==> src/rtl/spi_pkg.sv <==
// Shared constants and state encoding for the single-clock SPI link
// (spi_master and spi_slave).
package spi_pkg;

    localparam int FRAME_BITS = 10;
    localparam int RD_BITS    = 8;

    localparam logic [1:0] OP_WR_ADDR = 2'b00;
    localparam logic [1:0] OP_WR_DATA = 2'b01;
    localparam logic [1:0] OP_RD_ADDR = 2'b10;
    localparam logic [1:0] OP_RD_DATA = 2'b11;

    localparam logic [2:0] S_IDLE    = 3'd0;
    localparam logic [2:0] S_SELECT  = 3'd1;
    localparam logic [2:0] S_CMD     = 3'd2;
    localparam logic [2:0] S_SHIFT   = 3'd3;
    localparam logic [2:0] S_WAIT_RD = 3'd4;
    localparam logic [2:0] S_RECV    = 3'd5;
    localparam logic [2:0] S_GUARD   = 3'd6;
    localparam logic [2:0] S_GAP     = 3'd7;

    typedef enum logic [2:0] {
        IDLE    = S_IDLE,
        SELECT  = S_SELECT,
        CMD     = S_CMD,
        SHIFT   = S_SHIFT,
        WAIT_RD = S_WAIT_RD,
        RECV    = S_RECV,
        GUARD   = S_GUARD,
        GAP     = S_GAP
    } state_t;

endpackage

==> src/rtl/spi_master.sv <==
// SPI initiator: sends a command bit plus a 10-bit word MSB first on a shared
// clock and, for read-data frames, collects the slave's 8-bit reply.
module spi_master
    import spi_pkg::*;
#(
    parameter int RD_LATENCY = 3,
    parameter int GAP_CYCLES = 1
) (
    input  logic                  clk,
    input  logic                  rst,
    input  logic                  start,
    input  logic [FRAME_BITS-1:0] tx_word,
    output logic                  busy,
    output logic                  done,
    output logic [RD_BITS-1:0]    rd_data,
    output logic                  rd_valid,
    output logic                  SS_n,
    output logic                  MOSI,
    input  logic                  MISO
);

    localparam logic [3:0] LAST_BIT  = 4'(FRAME_BITS);
    localparam logic [3:0] RX_LAST   = 4'(RD_BITS - 1);
    localparam logic [3:0] WAIT_LAST = 4'((RD_LATENCY > 1) ? RD_LATENCY - 2 : 0);
    localparam logic [3:0] GAP_LAST  = 4'(GAP_CYCLES);

    state_t                  state, state_n;
    logic [FRAME_BITS-1:0]   shift_reg, shift_n;
    logic [RD_BITS-1:0]      rx_shift, rx_n;
    logic [RD_BITS-1:0]      rd_data_n;
    logic [3:0]              bit_cnt, bit_cnt_n;
    logic [3:0]              wait_cnt, wait_cnt_n;
    logic                    is_rd, is_rd_n;
    logic                    busy_n, done_n, rd_valid_n, ss_n_n, mosi_n;

    // NOTE: every signal gets its hold/default value before the case so no path leaves one unassigned (no latches).
    always_comb begin
        state_n    = state;
        shift_n    = shift_reg;
        rx_n       = rx_shift;
        rd_data_n  = rd_data;
        bit_cnt_n  = bit_cnt;
        wait_cnt_n = wait_cnt;
        is_rd_n    = is_rd;
        busy_n     = busy;
        ss_n_n     = SS_n;
        mosi_n     = MOSI;
        done_n     = 1'b0;
        rd_valid_n = 1'b0;

        case (state)
            IDLE: begin
                if (start) begin
                    shift_n    = tx_word;
                    is_rd_n    = (tx_word[FRAME_BITS-1 -: 2] == OP_RD_DATA);
                    ss_n_n     = 1'b0;
                    busy_n     = 1'b1;
                    bit_cnt_n  = 4'd0;
                    wait_cnt_n = 4'd0;
                    state_n    = SELECT;
                end
            end
            SELECT: begin
                mosi_n  = shift_reg[FRAME_BITS-1];
                state_n = CMD;
            end
            CMD: begin
                mosi_n    = shift_reg[FRAME_BITS-1];
                shift_n   = {shift_reg[FRAME_BITS-2:0], 1'b0};
                bit_cnt_n = 4'd1;
                state_n   = SHIFT;
            end
            SHIFT: begin
                if (bit_cnt == LAST_BIT) begin
                    mosi_n     = 1'b0;
                    bit_cnt_n  = 4'd0;
                    wait_cnt_n = 4'd0;
                    if (!is_rd) begin
                        state_n = GUARD;
                    end else if (RD_LATENCY == 1) begin
                        // Latency 1 puts the first MISO sample on this very edge.
                        rx_n      = {rx_shift[RD_BITS-2:0], MISO};
                        bit_cnt_n = 4'd1;
                        state_n   = RECV;
                    end else begin
                        state_n = WAIT_RD;
                    end
                end else begin
                    mosi_n    = shift_reg[FRAME_BITS-1];
                    shift_n   = {shift_reg[FRAME_BITS-2:0], 1'b0};
                    bit_cnt_n = bit_cnt + 4'd1;
                end
            end
            WAIT_RD: begin
                // The edge that leaves WAIT_RD already takes the first (MSB) sample.
                if (wait_cnt == WAIT_LAST) begin
                    rx_n      = {rx_shift[RD_BITS-2:0], MISO};
                    bit_cnt_n = 4'd1;
                    state_n   = RECV;
                end else begin
                    wait_cnt_n = wait_cnt + 4'd1;
                end
            end
            RECV: begin
                rx_n      = {rx_shift[RD_BITS-2:0], MISO};
                bit_cnt_n = bit_cnt + 4'd1;
                if (bit_cnt == RX_LAST) begin
                    rd_data_n = {rx_shift[RD_BITS-2:0], MISO};
                    bit_cnt_n = 4'd0;
                    state_n   = GUARD;
                end
            end
            GUARD: begin
                ss_n_n     = 1'b1;
                done_n     = 1'b1;
                rd_valid_n = is_rd;
                wait_cnt_n = 4'd0;
                state_n    = GAP;
            end
            GAP: begin
                if (wait_cnt == GAP_LAST) begin
                    busy_n     = 1'b0;
                    wait_cnt_n = 4'd0;
                    state_n    = IDLE;
                end else begin
                    wait_cnt_n = wait_cnt + 4'd1;
                end
            end
            default: state_n = IDLE;
        endcase
    end

    // NOTE: sequential state uses non-blocking assignments so every register samples pre-edge values.
    always_ff @(posedge clk or posedge rst) begin
        if (rst) begin
            state     <= IDLE;
            shift_reg <= '0;
            rx_shift  <= '0;
            rd_data   <= '0;
            bit_cnt   <= 4'd0;
            wait_cnt  <= 4'd0;
            is_rd     <= 1'b0;
            busy      <= 1'b0;
            done      <= 1'b0;
            rd_valid  <= 1'b0;
            SS_n      <= 1'b1;
            MOSI      <= 1'b0;
        end else begin
            state     <= state_n;
            shift_reg <= shift_n;
            rx_shift  <= rx_n;
            rd_data   <= rd_data_n;
            bit_cnt   <= bit_cnt_n;
            wait_cnt  <= wait_cnt_n;
            is_rd     <= is_rd_n;
            busy      <= busy_n;
            done      <= done_n;
            rd_valid  <= rd_valid_n;
            SS_n      <= ss_n_n;
            MOSI      <= mosi_n;
        end
    end

endmodule
==> config.mk <==
export PLATFORM = sky130hd
export DESIGN_NAME = spi_master
export DESIGN_NICKNAME = d
export VERILOG_FILES = /design/src/rtl/spi_pkg.sv /design/src/rtl/spi_master.sv
export SDC_FILE = /design/constraint.sdc
export NUM_CORES = 1
export LEC_CHECK = 0
export BUFFER_PORTS_ARGS = -buffer_cell sky130_fd_sc_hd__buf_4
export CAP_MARGIN = 25
export CELL_PAD_IN_SITES_DETAIL_PLACEMENT = 1
export CELL_PAD_IN_SITES_GLOBAL_PLACEMENT = 1
export CORE_ASPECT_RATIO = 1.4
export CORE_MARGIN = 3
export CORE_UTILIZATION = 45
export CTS_CLUSTER_SIZE = 30
export DETAILED_ROUTE_END_ITERATION = 10
export PLACE_DENSITY_LB_ADDON = 0.1
export SETUP_SLACK_MARGIN = 0.5
export SKIP_LAST_GASP = 1
export SYNTH_ARGS = -nofsm -noshare
export SYNTH_HDL_FRONTEND = slang
export SYNTH_SLANG_ARGS = --single-unit
==> constraint.sdc <==
create_clock -name clk -period 1.74 [get_ports clk]
set_input_delay 0.348 -clock clk [delete_from_list [all_inputs] [get_ports clk]]
set_output_delay 0.348 -clock clk [all_outputs]
set_load 0.03 [all_outputs]
==> metrics.md, run 1 <==
| Metric | Value |
|---|---|
| Status | finished with violations |
| Failing checks | negative setup slack |
| Clock slew seen by the registers of the worst setup and hold paths | 90 ps |
| WP depth | 8 |
| Most frequent cells after synthesis | dfrtp_1 (41), nand2_1 (20), mux2_2 (15) |
| Fillers | 413 |
| Diodes inserted | 0 |
| Synth top area cells | dfrtp_1 (50%), mux2_2 (8.3%), mux2i_1 (4.9%) |
| GRT Util Overall | 26.0% |
| DRC | 0 |
| Via density | 5.77 |
| Measured slew at the worst slew-check pin | 567 ps |
| Rel. slew slack | 62.1% |
| WP data required | 1950 ps |
| Crit-path cells | inv_2 -> ha_2 -> and3b_2 -> a221o_2 -> buf_6 -> buf_12 -> nand2_2 -> o21ai_2 |
| Chip Width | 62.9 µm |
| Slew Viols, Final | 0 |
| Leakage power | 1.62 nW |
| Die height | 85.6 µm |
| Crit Path Category | flip-flop to flip-flop |
| IO Port Bufs | 26 |
| Final Cell Area | 3120 µm² |
| Layout area overhead | 53.3% |
| Crit path arrival time | 2000 ps |
| Synth cell types | 42 |
| Worst Path Buf+Inv | 3 |
| Seq pwr share | 28.9% |
| Cells after DPL | 266 |
| Share of power burned in the clock network | 14.5% |
| FF/Latch Area | 1050 µm² |
| Die Area | 5380 µm² |
| Rows | 28 |
| Drt pass-1 iters | 4 |
| Core area | 4310 µm² |
| # hold bufs at CTS | 0 |
| Sw frac | 40.4% |
| Top-area cell type share of the netlist area | 50.3% |
| Initial antenna violation count | 0 |
| Final WL | 7890 µm |
| HP Class | primary input to async pin |
| Seq/Total Area, Yosys | 51.6% |
| Cts bufs inserted | 5 |
| Vias in the first global route | 1908 |
| Largest net degree at the start of global routing | 25 |
| Post-Syn Nets | 199 |
| Final antenna-violating net count | 0 |
| Switch Pwr | 0.00194 W |
| PnR Total Power | 0.00480 W |
| Netlist Area Pre-Place | 2040 µm² |
| Share of layout cells above drive strength 1 | 58.2% |
| Area of the multi-input gates | 1160 µm² |
| Clk sinks | 42 |
| Routed via count | 1795 |
| Slowest CP cell | dfrtp_1 |
| Placer congestion estimate | 0.887 |
| Dpl cell area | 2380 µm² |
| CP Launch Type | flip-flop |
| Max-Cap Viols | 0 |
| Max IR drop VDD | 0.000841 V |
| Clk_lat worst skew | 310 ps |
| H-tree depth | 2 |
| Worst Reg-to-Reg Cells | 8 |
| Final hold viol count | 0 |
| Crit Path Max Fanout | 5 |
| First DRT Iteration DRCs | 94 |
| Unrepaired setup endpoints after global routing | yes |
| Setup WS post-layout | -53.8 ps |
| Peak Freq | 557 MHz |
| Max incr delay on CP | 400 ps |
| CP delay by family, top | compound AO/OA/AOI/OAI gates |
| Syn_area_per_cell | 11.3 µm² |
| Post-synth EDFFs | 0 |
| TritonCTS clock tree | built |
| Pwr Density | 1540 nW/µm² |
| Yosys warnings | 0 |
| Initial Util | 47.3% |
| I/O pin cnt | 27 |
| Hpwl dp | 3230 µm |
| Int Pwr | 0.00286 W |
| Final Non-Filler Cells | 311 |
| Pre-CTS WS | -14.5 ps |
| Final setup fails | 17 |
| Register bit total from synthesis | 42 |
| Worst Skew | 15.6 ps |
| Minimum clock period | 1790 ps |
| Largest register FFs | 10 |
| Count leader, synth | dfrtp_1 |
| Grt total ovfl | 0 |
| Tcrit/Tclk final | 103% |
| Clock Root Buffer | clkbuf_8 |
| Yosys top cell by area | dfrtp_1 |
| Global-route wire length before repair | 10500 µm |
| Routed wire per std cell | 25.4 µm |
| Fin nets | 268 |
| Clock Tree Buf Depth | 2 |
| FFs w/ async S/R, synth | 100% |
| Post-Syn Instances | 181 |
| Top FF cell, synth | dfrtp_1 |
| Crit. End Element | flip-flop |
| Logic pwr share | 56.6% |
[final cells by class]
class | instances | area share [%]
sequential | 42 | 33.7
tap | 60 | 2.40
timing repair buffer | 71 | 22.8
clock inverter | 1 | 0.160
inverter | 8 | 1.08
multi-input combinational | 122 | 37.1
clock buffer | 7 | 2.76
[worst paths after layout]
| check | slack [ps] | start | to |
|---|---|---|---|
| max | -50 | bit_cnt[0] | shift_reg[6] |
| min | 90 | rst | shift_reg[4] |
| max reg2reg | -50 | bit_cnt[0] | shift_reg[6] |
| min reg2reg | 510 | shift_reg[2] | shift_reg[2] |
| max in group asynchronous | 1160 | rst | rd_data[1] |
| min in group clk | 290 | MISO | rx_shift[0] |
[power by group through the flow]
stage | combinational (W) | clock (W) | sequential (W)
floorplan | 0.000960 | 0 | 0.00134
global placement | 0.00122 | 0 | 0.00134
detailed placement | 0.00130 | 0 | 0.00136
CTS | 0.00226 | 0.000670 | 0.00135
global route | 0.00286 | 0.000733 | 0.00141
finish | 0.00272 | 0.000698 | 0.00139
[cells in the final DEF (no fill, tap or decap), types with 3 or more instances in the layout]
cell,count
clkbuf_8,6
dfrtp_1,41
mux2_4,12
nand2_1,8
mux2i_1,10
a21oi_1,4
nor2b_1,4
nand2_4,6
buf_6,22
buf_12,3
nand3_1,6
mux2_2,3
nor2_1,4
nand2_2,6
nand2b_1,3
buf_16,3
o21ai_2,15
inv_1,5
buf_4,43
[stage by stage]
step / TNS, ps / hold WS, ps / utilization [%]
floorplan: 0 / 339 / -
global placement: 0 / 424 / 55.2
detailed placement: -73.2 / 439 / 55.2
CTS: 0 / 115 / 67.8
global route: -1370 / 129 / 72.5
finish: -457 / 88.8 / 72.5
[layer usage]
metal / track usage [%] / share of wire, %
met5: 0 / 0
met3: 4.19 / 3.6
met2: 48.3 / 54
met1: 29.6 / 39
met4: 9.64 / 3.3
[logic make-up (layout without fill, tap and decap cells)]
kind of cell	count (synthesis)	count (layout)	synth area share [%]
compound gates	39	39	14.3
xor+xnor	1	1	0.430
fa+ha+maj	4	4	2.46
buf+inv	17	87	4.48
flops	42	42	51.6
mux	25	25	13.2
simple gates	53	53	13.5
[what timing repair did]
action,CTS,global route
gates cloned,4,0
resized for setup,51,32
setup buffers,23,10
endpoints found under the setup margin,41,51
pin swaps,10,4
Note: power is estimated with default switching activity, not from simulation.
==> run 2, diff against run 1 <==
--- a/config.mk
+++ b/config.mk
@@ -14,9 +14,10 @@
 export CORE_UTILIZATION = 45
 export CTS_CLUSTER_SIZE = 30
 export DETAILED_ROUTE_END_ITERATION = 10
-export PLACE_DENSITY_LB_ADDON = 0.1
+export PLACE_DENSITY_LB_ADDON = 0.15
 export SETUP_SLACK_MARGIN = 0.5
 export SKIP_LAST_GASP = 1
+export SLEW_MARGIN = 5
 export SYNTH_ARGS = -nofsm -noshare
 export SYNTH_HDL_FRONTEND = slang
 export SYNTH_SLANG_ARGS = --single-unit
==> metrics.md, run 2 (same netlist as run 1, synthesis figures left out) <==
| Metric | Value |
|---|---|
| Unrepaired setup endpoints after global routing | yes (unchanged) |
| Minimum clock period | 1710 ps (was 1790 ps) |
| Crit path to | rx_shift[1] (was shift_reg[6]) |
| Slowest CP cell | dfrtp_1 (unchanged) |
| Gr busiest metal | met2 (unchanged) |
| H-tree depth | 2 (unchanged) |
| Critical Path Source | wait_cnt[1] (was bit_cnt[0]) |
| Rows | 28 (unchanged) |
| Chip Width | 62.9 µm (unchanged) |
| R2R Path End | rx_shift[1] (was shift_reg[6]) |
| WP data required | 1940 ps (was 1950 ps) |
| Reg2Reg Launch Point | wait_cnt[1] (was bit_cnt[0]) |
| Hpwl dp | 3410 µm (was 3230 µm) |
| Final Cell Area | 2920 µm² (was 3120 µm²) |
| Clock Root Buffer | clkbuf_8 (unchanged) |
| Dpl cell area | 2390 µm² (was 2380 µm²) |
| Crit. End Element | flip-flop (unchanged) |
| Largest net degree at the start of global routing | 24 (was 25) |
| Setup_tns | 0 ps (was -457 ps) |
| Worst Skew | 8.90 ps (was 15.6 ps) |
| Vias in the first global route | 1811 (was 1908) |
| Crit-path cells | inv_2 -> ha_4 -> nor3b_4 -> o21ai_2 -> buf_6 -> buf_6 -> mux2_4 (was inv_2 -> ha_2 -> and3b_2 -> a221o_2 -> buf_6 -> buf_12 -> nand2_2 -> o21ai_2) |
| WP depth | 7 (was 8) |
| Die Area | 5380 µm² (unchanged) |
| CP delay by family, top | flip-flops (was compound AO/OA/AOI/OAI gates) |
| Final WL | 6450 µm (was 7890 µm) |
| Crit Path Category | flip-flop to flip-flop (unchanged) |
| M3 GR Usage | 5.50% (was 4.19%) |
| Crit Path Max Fanout | 5 (unchanged) |
| Crit path arrival time | 1910 ps (was 2000 ps) |
| First DRT Iteration DRCs | 60 (was 94) |
| Highest-count cells in the layout ignoring fill and taps | buf_4 (47), dfrtp_1 (40), nand2_1 (17) (was buf_4 (43), dfrtp_1 (41), buf_6 (22)) |
| Clk_lat worst skew | 310 ps (about the same) |
| IO Port Bufs | 26 (unchanged) |
| CP Launch Type | flip-flop (unchanged) |
| Placer congestion estimate | 0.873 (was 0.887) |
| Status | complete, no violations (was finished with violations) |
| TritonCTS clock tree | built (unchanged) |
| Core area | 4310 µm² (unchanged) |
| Max IR drop VDD | 0.000762 V (was 0.000841 V) |
| Max-Cap Viols | 0 (unchanged) |
| Clk sinks | 42 (unchanged) |
| Via density | 5.51 (was 5.77) |
| Die height | 85.6 µm (unchanged) |
| Global-route wire length before repair | 9080 µm (was 10500 µm) |
| Cts bufs inserted | 5 (unchanged) |
| # hold bufs at CTS | 0 (unchanged) |
| Peak Freq | 585 MHz (was 557 MHz) |
| Share of layout cells above drive strength 1 | 52.7% (was 58.2%) |
| Slew Viols, Final | 0 (unchanged) |
| CP most frequent cell | buf_6 |
| Largest register FFs | 10 (unchanged) |
| DRC | 0 (unchanged) |
| Leakage power | 1.45 nW (was 1.62 nW) |
| Layout area overhead | 43.4% (was 53.3%) |
| Met1 GRT Util | 22.9% (was 29.6%) |
| GRT Util Overall | 21.8% (was 26.0%) |
| Reg-to-reg slack, setup | 30 ps (was -50 ps) |
| Tcrit/Tclk final | 98.3% (was 103%) |
| Clock slew seen by the registers of the worst setup and hold paths | 80 ps (was 90 ps) |
| I/O pin cnt | 27 (unchanged) |
| Drt pass-1 iters | 4 (unchanged) |
| Worst Path Buf+Inv | 3 (unchanged) |
| Initial antenna violation count | 0 (unchanged) |
| Rel. slew slack | 67.5% (was 62.1%) |
| Clock Tree Buf Depth | 2 (unchanged) |
| Routed via count | 1658 (was 1795) |
| Final Non-Filler Cells | 301 (was 311) |
| Worst Reg-to-Reg Cells | 7 (was 8) |
| Pwr Density | 1340 nW/µm² (was 1540 nW/µm²) |
| Fin nets | 258 (was 268) |
| Initial Util | 47.3% (unchanged) |
| Commonest non-fill, non-tap cell in the layout | buf_4 (unchanged) |
| Routed wire per std cell | 21.4 µm (was 25.4 µm) |
| M2 GR Usage | 39.9% (was 48.3%) |
| Grt total ovfl | 0 (unchanged) |
| Max incr delay on CP | 400 ps (about the same) |
| HP Class | primary input to async pin (unchanged) |
| Final hold viol count | 0 (unchanged) |
| Final setup fails | 0 (was 17) |
| Final antenna-violating net count | 0 (unchanged) |
| Diodes inserted | 0 (unchanged) |
| Measured slew at the worst slew-check pin | 487 ps (was 567 ps) |
| Cells after DPL | 268 (was 266) |
==> run 2: changes by cell type in the layout (fill, tap and decap cells not counted), moves of 4 or more <==
cell,delta
buf_6,-11
nand2_1,+9
nand2_4,-6
nand2_2,-4
buf_4,+4
==> run 2: how the worst min path moves through the flow <==
| stage | to | slack [ps] | cells after the start |
|---|---|---|---|
| 2_1_floorplan | MOSI | 340 | 1 |
| 3_3_place_gp | shift_reg[2] | 390 | 2 |
| 3_5_place_dp | shift_reg[2] | 400 | 2 |
| 4_1_cts | shift_reg[2] | 80 | 2 |
| 5_1_grt | shift_reg[5] | 90 | 2 |
| 6_report | shift_reg[5] | 60 | 2 |
==> run 2: where the power goes <==
| group | leakage [nW] | internal, W | switching, W | total (W) |
|---|---|---|---|---|
| Clock | 0.0482 | 0.000320 | 0.000343 | 0.000663 |
| Combinational | 0.849 | 0.000870 | 0.00101 | 0.00188 |
| Sequential | 0.553 | 0.00117 | 0.000194 | 0.00136 |
| Total | 1.45 | 0.00236 | 0.00155 | 0.00391 |
==> run 2: through the flow <==
stage | worst slack (ps) | utilization, % | power, W | hold WS (ps)
after detailed placement | -27.9 | 55.5 | 0.00266 | 403
after global routing | -5.80 | 67.8 | 0.00413 | 93.0
after CTS | 141 | 62.5 | 0.00356 | 76.3
after global placement | 79.0 | 55.5 | 0.00257 | 392
final | 30.3 | 67.8 | 0.00391 | 64.4
after floorplan | 195 | - | 0.00230 | 339
==> run 2: layout make-up <==
type	instances	area [µm²]
clock inverters	1	5.00
multi-input cells	122	1130
clock buffers	7	86.3
well taps	60	75.1
repair buffers	61	537
fillers	435	1390
inverters	8	33.8
flip-flops and latches	42	1050
==> run 2: metal layers <==
metal  up-vias  part of all wire [%]
met5         -                     0
met1       843                    40
met3        15                   3.8
met2        44                    53
met4         0                   2.7
li1        756                     -
==> run 2: what timing repair did <==
| action | 4_1_cts | 5_1_grt |
|---|---|---|
| gates cloned | 1 | 0 |
| buffers inserted | 13 | 11 |
| endpoints found under the hold margin | 0 | 0 |
| gates resized for setup | 29 | 30 |
| setup endpoints to repair | 41 | 46 |
| pin swaps | 10 | 9 |
